===== config.mk =====
export PLATFORM = sky130hd
export DESIGN_NAME = cpu_cycle_sequencer_flat
export DESIGN_NICKNAME = d
export VERILOG_FILES = /design/src/rtl/cpu_cycle_sequencer_if.sv /design/src/rtl/cpu_cycle_sequencer.sv /design/src/flat_wrapper.sv
export SDC_FILE = /design/constraint.sdc
export NUM_CORES = 1
export LEC_CHECK = 0
export BUFFER_PORTS_ARGS = -buffer_cell sky130_fd_sc_hd__buf_2
export CAP_MARGIN = 20
export CORE_MARGIN = 1
export CORE_UTILIZATION = 45
export DETAILED_ROUTE_END_ITERATION = 8
export PLACE_DENSITY = 0.68
export SYNTH_ARGS = -nofsm -noshare
export SYNTH_HDL_FRONTEND = slang
export SYNTH_SLANG_ARGS = --single-unit

===== constraint.sdc =====
create_clock -name mclk_i -period 2 [get_ports mclk_i]
set_clock_uncertainty 0.05 [all_clocks]
set_input_delay 0.3 -clock mclk_i [delete_from_list [all_inputs] [get_ports mclk_i]]
set_output_delay 0.3 -clock mclk_i [all_outputs]
set_load 0.05 [all_outputs]

===== src/rtl/cpu_cycle_sequencer_if.sv =====
// Instruction-cycle sequencer bus: fetched word and handshake inputs, phase strobes out.
// The sequencer drives the strobes through the master modport; bus control observes via slave.
interface cpu_cycle_sequencer_if;
  logic [15:0] iw;
  logic        wait_req;
  logic        int_req;
  logic        if_stb;
  logic        idxf;
  logic        mem;
  logic        ex;
  logic        intack;
  logic        iw6;
  logic        op_dst;
  logic        int_seq;
  logic        done;

  modport master (
    input  iw, wait_req, int_req,
    output if_stb, idxf, mem, ex, intack, iw6, op_dst, int_seq, done
  );

  modport slave (
    output iw, wait_req, int_req,
    input  if_stb, idxf, mem, ex, intack, iw6, op_dst, int_seq, done
  );
endinterface


===== src/rtl/cpu_cycle_sequencer.sv =====
// Instruction-cycle FSM: decodes the fetched word and sequences the IF/IdxF/Mem/Ex/INTACK
// phase strobes, including reset-vector fetch and interrupt entry.
//
// state    | meaning
// RST_VEC  | reset vector fetch (INTACK), held silent while reset is asserted
// FETCH    | instruction fetch (IF), word latched on exit
// SRC_IDX  | source extension word fetch
// SRC_MEM  | source operand read
// DST_IDX  | destination extension word fetch
// DST_MEM  | destination operand read
// EXEC     | execute / write-back, Done pulse
// INT_PC   | interrupt entry: push PC
// INT_SR   | interrupt entry: push SR
// INT_VEC  | interrupt vector fetch
module cpu_cycle_sequencer (
  input logic                   mclk_i,
  input logic                   reset_i,
  cpu_cycle_sequencer_if.master seq_io
);

  typedef enum logic [3:0] {
    ST_RST_VEC, ST_FETCH, ST_SRC_IDX, ST_SRC_MEM, ST_DST_IDX,
    ST_DST_MEM, ST_EXEC, ST_INT_PC, ST_INT_SR, ST_INT_VEC
  } state_e;

  state_e      state_q, state_d;
  logic [15:0] iw_q, iw_d;
  logic        iw6_q, iw6_d;
  logic        hold_q, hold_d;

  function automatic logic is_jump(input logic [15:0] w);
    return w[15:13] == 3'b001;
  endfunction

  function automatic logic is_fmt1(input logic [15:0] w);
    return w[15:12] >= 4'd4;
  endfunction

  function automatic logic [3:0] src_reg(input logic [15:0] w);
    return is_fmt1(w) ? w[11:8] : w[3:0];
  endfunction

  // Undefined fmt II opcodes fall through here with no source cycles.
  function automatic logic src_skip(input logic [15:0] w);
    logic active;
    logic [3:0] r;
    active = is_fmt1(w) || (w[15:10] == 6'b000100);
    r      = src_reg(w);
    return !active || (w[5:4] == 2'b00) || (r == 4'd3) || ((r == 4'd2) && w[5]);
  endfunction

  function automatic logic src_idx(input logic [15:0] w);
    return !src_skip(w) && ((w[5:4] == 2'b01) || ((w[5:4] == 2'b11) && (src_reg(w) == 4'd0)));
  endfunction

  function automatic logic src_mem(input logic [15:0] w);
    return !src_skip(w) && !((w[5:4] == 2'b11) && (src_reg(w) == 4'd0));
  endfunction

  function automatic logic has_dst(input logic [15:0] w);
    return is_fmt1(w) && w[7];
  endfunction

  function automatic logic dst_mem(input logic [15:0] w);
    return has_dst(w) && (w[15:12] != 4'd4);
  endfunction

  function automatic state_e after_src(input logic [15:0] w);
    return has_dst(w) ? ST_DST_IDX : ST_EXEC;
  endfunction

  always_ff @(posedge mclk_i) begin
    if (reset_i) begin
      state_q <= ST_RST_VEC;
      iw_q    <= '0;
      iw6_q   <= 1'b0;
      hold_q  <= 1'b1;
    end else begin
      state_q <= state_d;
      iw_q    <= iw_d;
      iw6_q   <= iw6_d;
      hold_q  <= hold_d;
    end
  end

  always_comb begin
    state_d = state_q;
    iw_d    = iw_q;
    iw6_d   = iw6_q;
    hold_d  = hold_q;

    if (!seq_io.wait_req) begin
      hold_d = 1'b0;
      unique case (state_q)
        ST_RST_VEC: if (!hold_q) state_d = ST_FETCH;
        ST_FETCH: begin
          iw_d  = seq_io.iw;
          iw6_d = seq_io.iw[6] & ~is_jump(seq_io.iw);
          if (is_jump(seq_io.iw))      state_d = ST_EXEC;
          else if (src_idx(seq_io.iw)) state_d = ST_SRC_IDX;
          else if (src_mem(seq_io.iw)) state_d = ST_SRC_MEM;
          else                         state_d = after_src(seq_io.iw);
        end
        ST_SRC_IDX: state_d = src_mem(iw_q) ? ST_SRC_MEM : after_src(iw_q);
        ST_SRC_MEM: state_d = after_src(iw_q);
        ST_DST_IDX: state_d = dst_mem(iw_q) ? ST_DST_MEM : ST_EXEC;
        ST_DST_MEM: state_d = ST_EXEC;
        ST_EXEC:    state_d = seq_io.int_req ? ST_INT_PC : ST_FETCH;
        ST_INT_PC:  state_d = ST_INT_SR;
        ST_INT_SR:  state_d = ST_INT_VEC;
        ST_INT_VEC: state_d = ST_FETCH;
        default:    state_d = ST_RST_VEC;
      endcase
    end

    seq_io.if_stb  = 1'b0;
    seq_io.idxf    = 1'b0;
    seq_io.mem     = 1'b0;
    seq_io.ex      = 1'b0;
    seq_io.intack  = 1'b0;
    seq_io.op_dst  = 1'b0;
    seq_io.int_seq = 1'b0;
    seq_io.done    = 1'b0;
    seq_io.iw6     = iw6_q;

    // hold_q keeps RST_VEC silent until the first cycle after reset release.
    if (!hold_q) begin
      unique case (state_q)
        ST_RST_VEC: seq_io.intack = 1'b1;
        ST_FETCH:   seq_io.if_stb = 1'b1;
        ST_SRC_IDX: seq_io.idxf   = 1'b1;
        ST_SRC_MEM: seq_io.mem    = 1'b1;
        ST_DST_IDX: begin seq_io.idxf = 1'b1; seq_io.op_dst = 1'b1; end
        ST_DST_MEM: begin seq_io.mem  = 1'b1; seq_io.op_dst = 1'b1; end
        ST_EXEC:    begin seq_io.ex   = 1'b1; seq_io.done   = 1'b1; end
        ST_INT_PC:  begin seq_io.ex   = 1'b1; seq_io.int_seq = 1'b1; end
        ST_INT_SR:  begin seq_io.ex   = 1'b1; seq_io.int_seq = 1'b1; end
        ST_INT_VEC: begin seq_io.intack = 1'b1; seq_io.int_seq = 1'b1; end
        default: ;
      endcase
    end
  end

endmodule


===== src/flat_wrapper.sv =====
// flat-port wrapper written by rule: the top's interface ports become plain ports
module cpu_cycle_sequencer_flat 
  (mclk_i, reset_i, seq_io_iw, seq_io_wait_req, seq_io_int_req, seq_io_if_stb, seq_io_idxf, seq_io_mem, seq_io_ex, seq_io_intack, seq_io_iw6, seq_io_op_dst, seq_io_int_seq, seq_io_done);
  cpu_cycle_sequencer_if seq_io_i ();
  input logic mclk_i;
  input logic reset_i;
  input wire logic [$bits(seq_io_i.iw)-1:0] seq_io_iw;
  input wire logic [$bits(seq_io_i.wait_req)-1:0] seq_io_wait_req;
  input wire logic [$bits(seq_io_i.int_req)-1:0] seq_io_int_req;
  output wire logic [$bits(seq_io_i.if_stb)-1:0] seq_io_if_stb;
  output wire logic [$bits(seq_io_i.idxf)-1:0] seq_io_idxf;
  output wire logic [$bits(seq_io_i.mem)-1:0] seq_io_mem;
  output wire logic [$bits(seq_io_i.ex)-1:0] seq_io_ex;
  output wire logic [$bits(seq_io_i.intack)-1:0] seq_io_intack;
  output wire logic [$bits(seq_io_i.iw6)-1:0] seq_io_iw6;
  output wire logic [$bits(seq_io_i.op_dst)-1:0] seq_io_op_dst;
  output wire logic [$bits(seq_io_i.int_seq)-1:0] seq_io_int_seq;
  output wire logic [$bits(seq_io_i.done)-1:0] seq_io_done;
  assign seq_io_i.iw = seq_io_iw;
  assign seq_io_i.wait_req = seq_io_wait_req;
  assign seq_io_i.int_req = seq_io_int_req;
  assign seq_io_if_stb = seq_io_i.if_stb;
  assign seq_io_idxf = seq_io_i.idxf;
  assign seq_io_mem = seq_io_i.mem;
  assign seq_io_ex = seq_io_i.ex;
  assign seq_io_intack = seq_io_i.intack;
  assign seq_io_iw6 = seq_io_i.iw6;
  assign seq_io_op_dst = seq_io_i.op_dst;
  assign seq_io_int_seq = seq_io_i.int_seq;
  assign seq_io_done = seq_io_i.done;
  cpu_cycle_sequencer u_core (.mclk_i(mclk_i), .reset_i(reset_i), .seq_io(seq_io_i));
endmodule

==> flow_summary.rst <==
.. list-table::
   :header-rows: 1

   * - Metric
     - Value
   * - Worst-margin pin slew
     - between 0.4 and 0.5 ns
   * - Worst min-delay path class
     - primary input to register
   * - Cells taking the most area after synthesis
     - dfxtp_1 33%, nand2_1 11%, a21oi_1 11%
   * - Area share of the largest cell type after synthesis
     - 0.3320
   * - Area of the placeable core
     - approximately 2600 sq um
   * - Slack of the worst reg-to-reg path
     - roughly 0.19 ns
   * - Leak
     - roughly 0.00052 uW
   * - Synthesized net count
     - about 190
   * - Initial Util
     - 0.4932
   * - Die Y
     - 55.05 um
   * - Required time at the endpoint of the critical path
     - approximately 1.7 ns
   * - Launch point of the worst reg-to-reg path
     - u_core.iw_q[15]
   * - Average wire per cell in the routed design
     - about 14 um
   * - Launch instance of the worst min-delay path
     - seq_io_iw[12]
   * - DPL Wire Length
     - between 2 and 2.5 mm
   * - Area growth, synth to finish
     - 15.81%
   * - DRC violations left
     - 0
   * - Number of instances in the synthesized netlist
     - ~170
   * - Maximum number of pins on one net before global-route repair
     - 24
   * - Number of hold buffers added after cts
     - 0
   * - Standard-cell rows
     - 18
   * - Part of the cycle the worst path needs
     - 0.9364
   * - Hold worst-path end
     - u_core.iw_q[12]
   * - Clock latency at the later pin of the worst-skew pair
     - approximately 0.31 ns
   * - Weighted congestion at the end of routability-driven global placement
     - between 0.7 and 0.8
   * - Number of enable flip-flop cells after synthesis
     - 0
   * - Total die area
     - 3030 sq um
   * - Worst vdd rail ir drop
     - ~0.4 mV
   * - Post-synth design cell area
     - 1266 sq um
   * - Crit path kind
     - register to primary output
   * - Cell accounting for the most synthesized area
     - dfxtp_1
   * - Clock transition at path regs
     - about 0.12 ns
   * - Setup repair after global routing missed its margin
     - false
   * - Number of antenna violations at the first check in global routing
     - 0
   * - PwrDens
     - roughly 550 nW/um^2
   * - Summed area of non-filler cells in the final layout
     - approximately 1500 sq um
   * - Worst reg2reg path depth
     - 5
   * - Commonest register cell after synthesis
     - dfxtp_1
   * - Slew margin rel.
     - 0.6990
   * - Number of storage elements in the synthesis netlist
     - 21
   * - Number of buffers inserted during clock tree synthesis
     - 3
   * - Width of the die
     - between 50 and 60 um
   * - Layout cells sized above 1
     - 0.2642
   * - Antenna-violating nets left
     - 0
   * - Cell Area, Placed
     - between 1000 and 1500 sq um
   * - Warnings, synthesis
     - 0
   * - Crit Reg-Reg Endpoint
     - u_core.state_q[0]
   * - Overflow after GRT
     - 0
   * - Root buffer cell
     - clkbuf_4
   * - Async S/R FF share, synth
     - 0
   * - Port Buf Inserts
     - 28
   * - Max-slew violation total from the final report
     - 0
   * - Status
     - completed
   * - Post-synthesis sequential area ratio
     - 0.3320
   * - Final hold violations
     - 0
   * - Distinct cell type count after synthesis
     - between 40 and 50
   * - Placed cell count
     - roughly 220
   * - Count of pins on the block boundary
     - 29
   * - Number of DRC violations after detailed-routing iteration 0
     - 31
   * - Finished Layout Cells
     - around 220
   * - Routed wire length
     - between 3 and 4 mm
   * - Core occupancy in the finished layout
     - 0.5712
   * - Max-cap violations
     - 0
   * - Ant diodes
     - 0
   * - Data arrival time at the worst-slack endpoint
     - roughly 1.5 ns
   * - Final critical path time including I/O delays and setup
     - approximately 1.9 ns
   * - Via density
     - roughly 5.9
   * - Post-route setup slack
     - approximately 0.13 ns
   * - Fmax
     - between 500 and 600 MHz
   * - Average size of a mapped cell
     - 7.405 sq um
   * - Vias in the first global route
     - 1090
   * - Clock sinks
     - 21
   * - Number of iterations in the first detailed-routing pass
     - 4
   * - Most common library cells after synthesis
     - 37 x nand2_1, 27 x a21oi_1, 21 x dfxtp_1
   * - Global router's overall resource usage
     - 0.2270
   * - Hold Path Depth
     - 3
   * - Crit-path max FO
     - 13
   * - Pre-CTS WS
     - around 0.16 ns
   * - Clock tree from TritonCTS
     - done
   * - Library cell with the highest instance count after synthesis
     - nand2_1
   * - Final net count
     - 214
   * - Via count
     - between 1000 and 1500
   * - Clock H-tree levels
     - 1
   * - Maximum clock path buffer count
     - 2
   * - Startpoint kind of the worst setup timing path
     - register
   * - Global-route wire length before repair
     - ~4.8 mm
   * - Element type at the critical path end
     - primary output
   * - Final setup violating endpoints
     - 0
==> cell usage in the layout, fill, tap and decap left out, types with 2 or more instances in the layout <==
cell,n
nand3_1,2
nor3_2,4
or2_2,3
or3_1,2
or3b_1,2
nand2_1,37
o31ai_1,2
a211oi_1,2
dfxtp_2,3
buf_2,26
nor4_1,3
o22a_1,2
o211ai_1,3
and2_1,2
nor4b_1,2
o31a_1,2
nor2b_1,4
nor2_1,9
a21oi_1,27
o21ai_0,5
clkbuf_4,5
xor2_1,2
nand2b_1,2
dfxtp_1,17
==> registers in the layout, summed over array words and instances (netlist names) <==
signal,cells
u_core.state_q,4
u_core.iw_q,15
u_core.seq_io.iw6,1
u_core.hold_q,1
==> metrics by stage <==
| stage | hold WS, ns | setup TNS (ns) | power [uW] |
|---|---|---|---|
| final | 0.1735 | 0 | 802.3 |
| after global routing | 0.1639 | 0 | 844.7 |
| after CTS | 0.1630 | 0 | 814.7 |
| after detailed placement | 0.3929 | 0 | 603.4 |
| after global placement | 0.3891 | 0 | 600.7 |
| after floorplan | 0.3810 | -0.0007402 | 553.6 |
==> critical path, stage by stage (launching register included) <==
cell and delay (ns):
dfxtp_2 0.42, nand2b_1 0.24, nor4b_2 0.26, buf_2 0.30
==> metal layers <==
| layer | wire [um] | up-vias | part of all wire | GRT usage |
|---|---|---|---|---|
| li1 | - | 663 | - | - |
| met1 | 1520 | 616 | 0.48 | 0.3180 |
| met2 | 1481 | 29 | 0.47 | 0.3474 |
| met3 | 99 | 5 | 0.031 | 0.03279 |
| met4 | 47 | 0 | 0.015 | 0.08750 |
| met5 | 0 | - | 0 | 0 |
==> cell families (layout without fill, tap and decap cells) <==
logic type / count (synthesis) / count (layout) / synth area share
AO/OA/AOI/OAI: 54 / 54 / 0.2737
buffers and inverters: 11 / 33 / 0.04150
AND/OR/NAND/NOR: 82 / 82 / 0.3310
flip-flops: 21 / 21 / 0.3320
multiplexers: 1 / 1 / 0.007905
XOR/XNOR: 2 / 2 / 0.01384
==> cell type report <==
type	count	area, sq um
Timing Repair Buffer	29	152.6
Multi-Input combinational cell	139	822.0
Sequential cell	21	427.9
Fill cell	274	1101
Tap cell	30	37.54
Clock buffer	4	26.28
==> report_power, final <==
part	switching [uW]	internal, uW	leakage [uW]
registers	22.6	431	0.000172
clock network	129	77.9	0.0000150
logic	85.8	55.5	0.000337
==> worst max-delay path by stage <==
| stage | slack (ns) | startpoint | to |
|---|---|---|---|
| final | 0.13 | u_core.state_q[3] | seq_io_done |
| after global routing | 0.01 | u_core.state_q[1] | seq_io_ex |
| after CTS | 0.007 | u_core.state_q[0] | seq_io_int_seq |
| after detailed placement | 0.16 | seq_io_iw[15] | u_core.state_q[0] |
| after global placement | 0.19 | seq_io_iw[15] | u_core.state_q[0] |
| after floorplan | -0.0007 | u_core.state_q[3] | seq_io_done |
==> repair_timing <==
| action | CTS | global route |
|---|---|---|
| setup endpoints to repair | 4 | 3 |
| buffers inserted | 0 | 0 |
| resized for setup | 3 | 5 |
(Power assumes the default switching activity.)
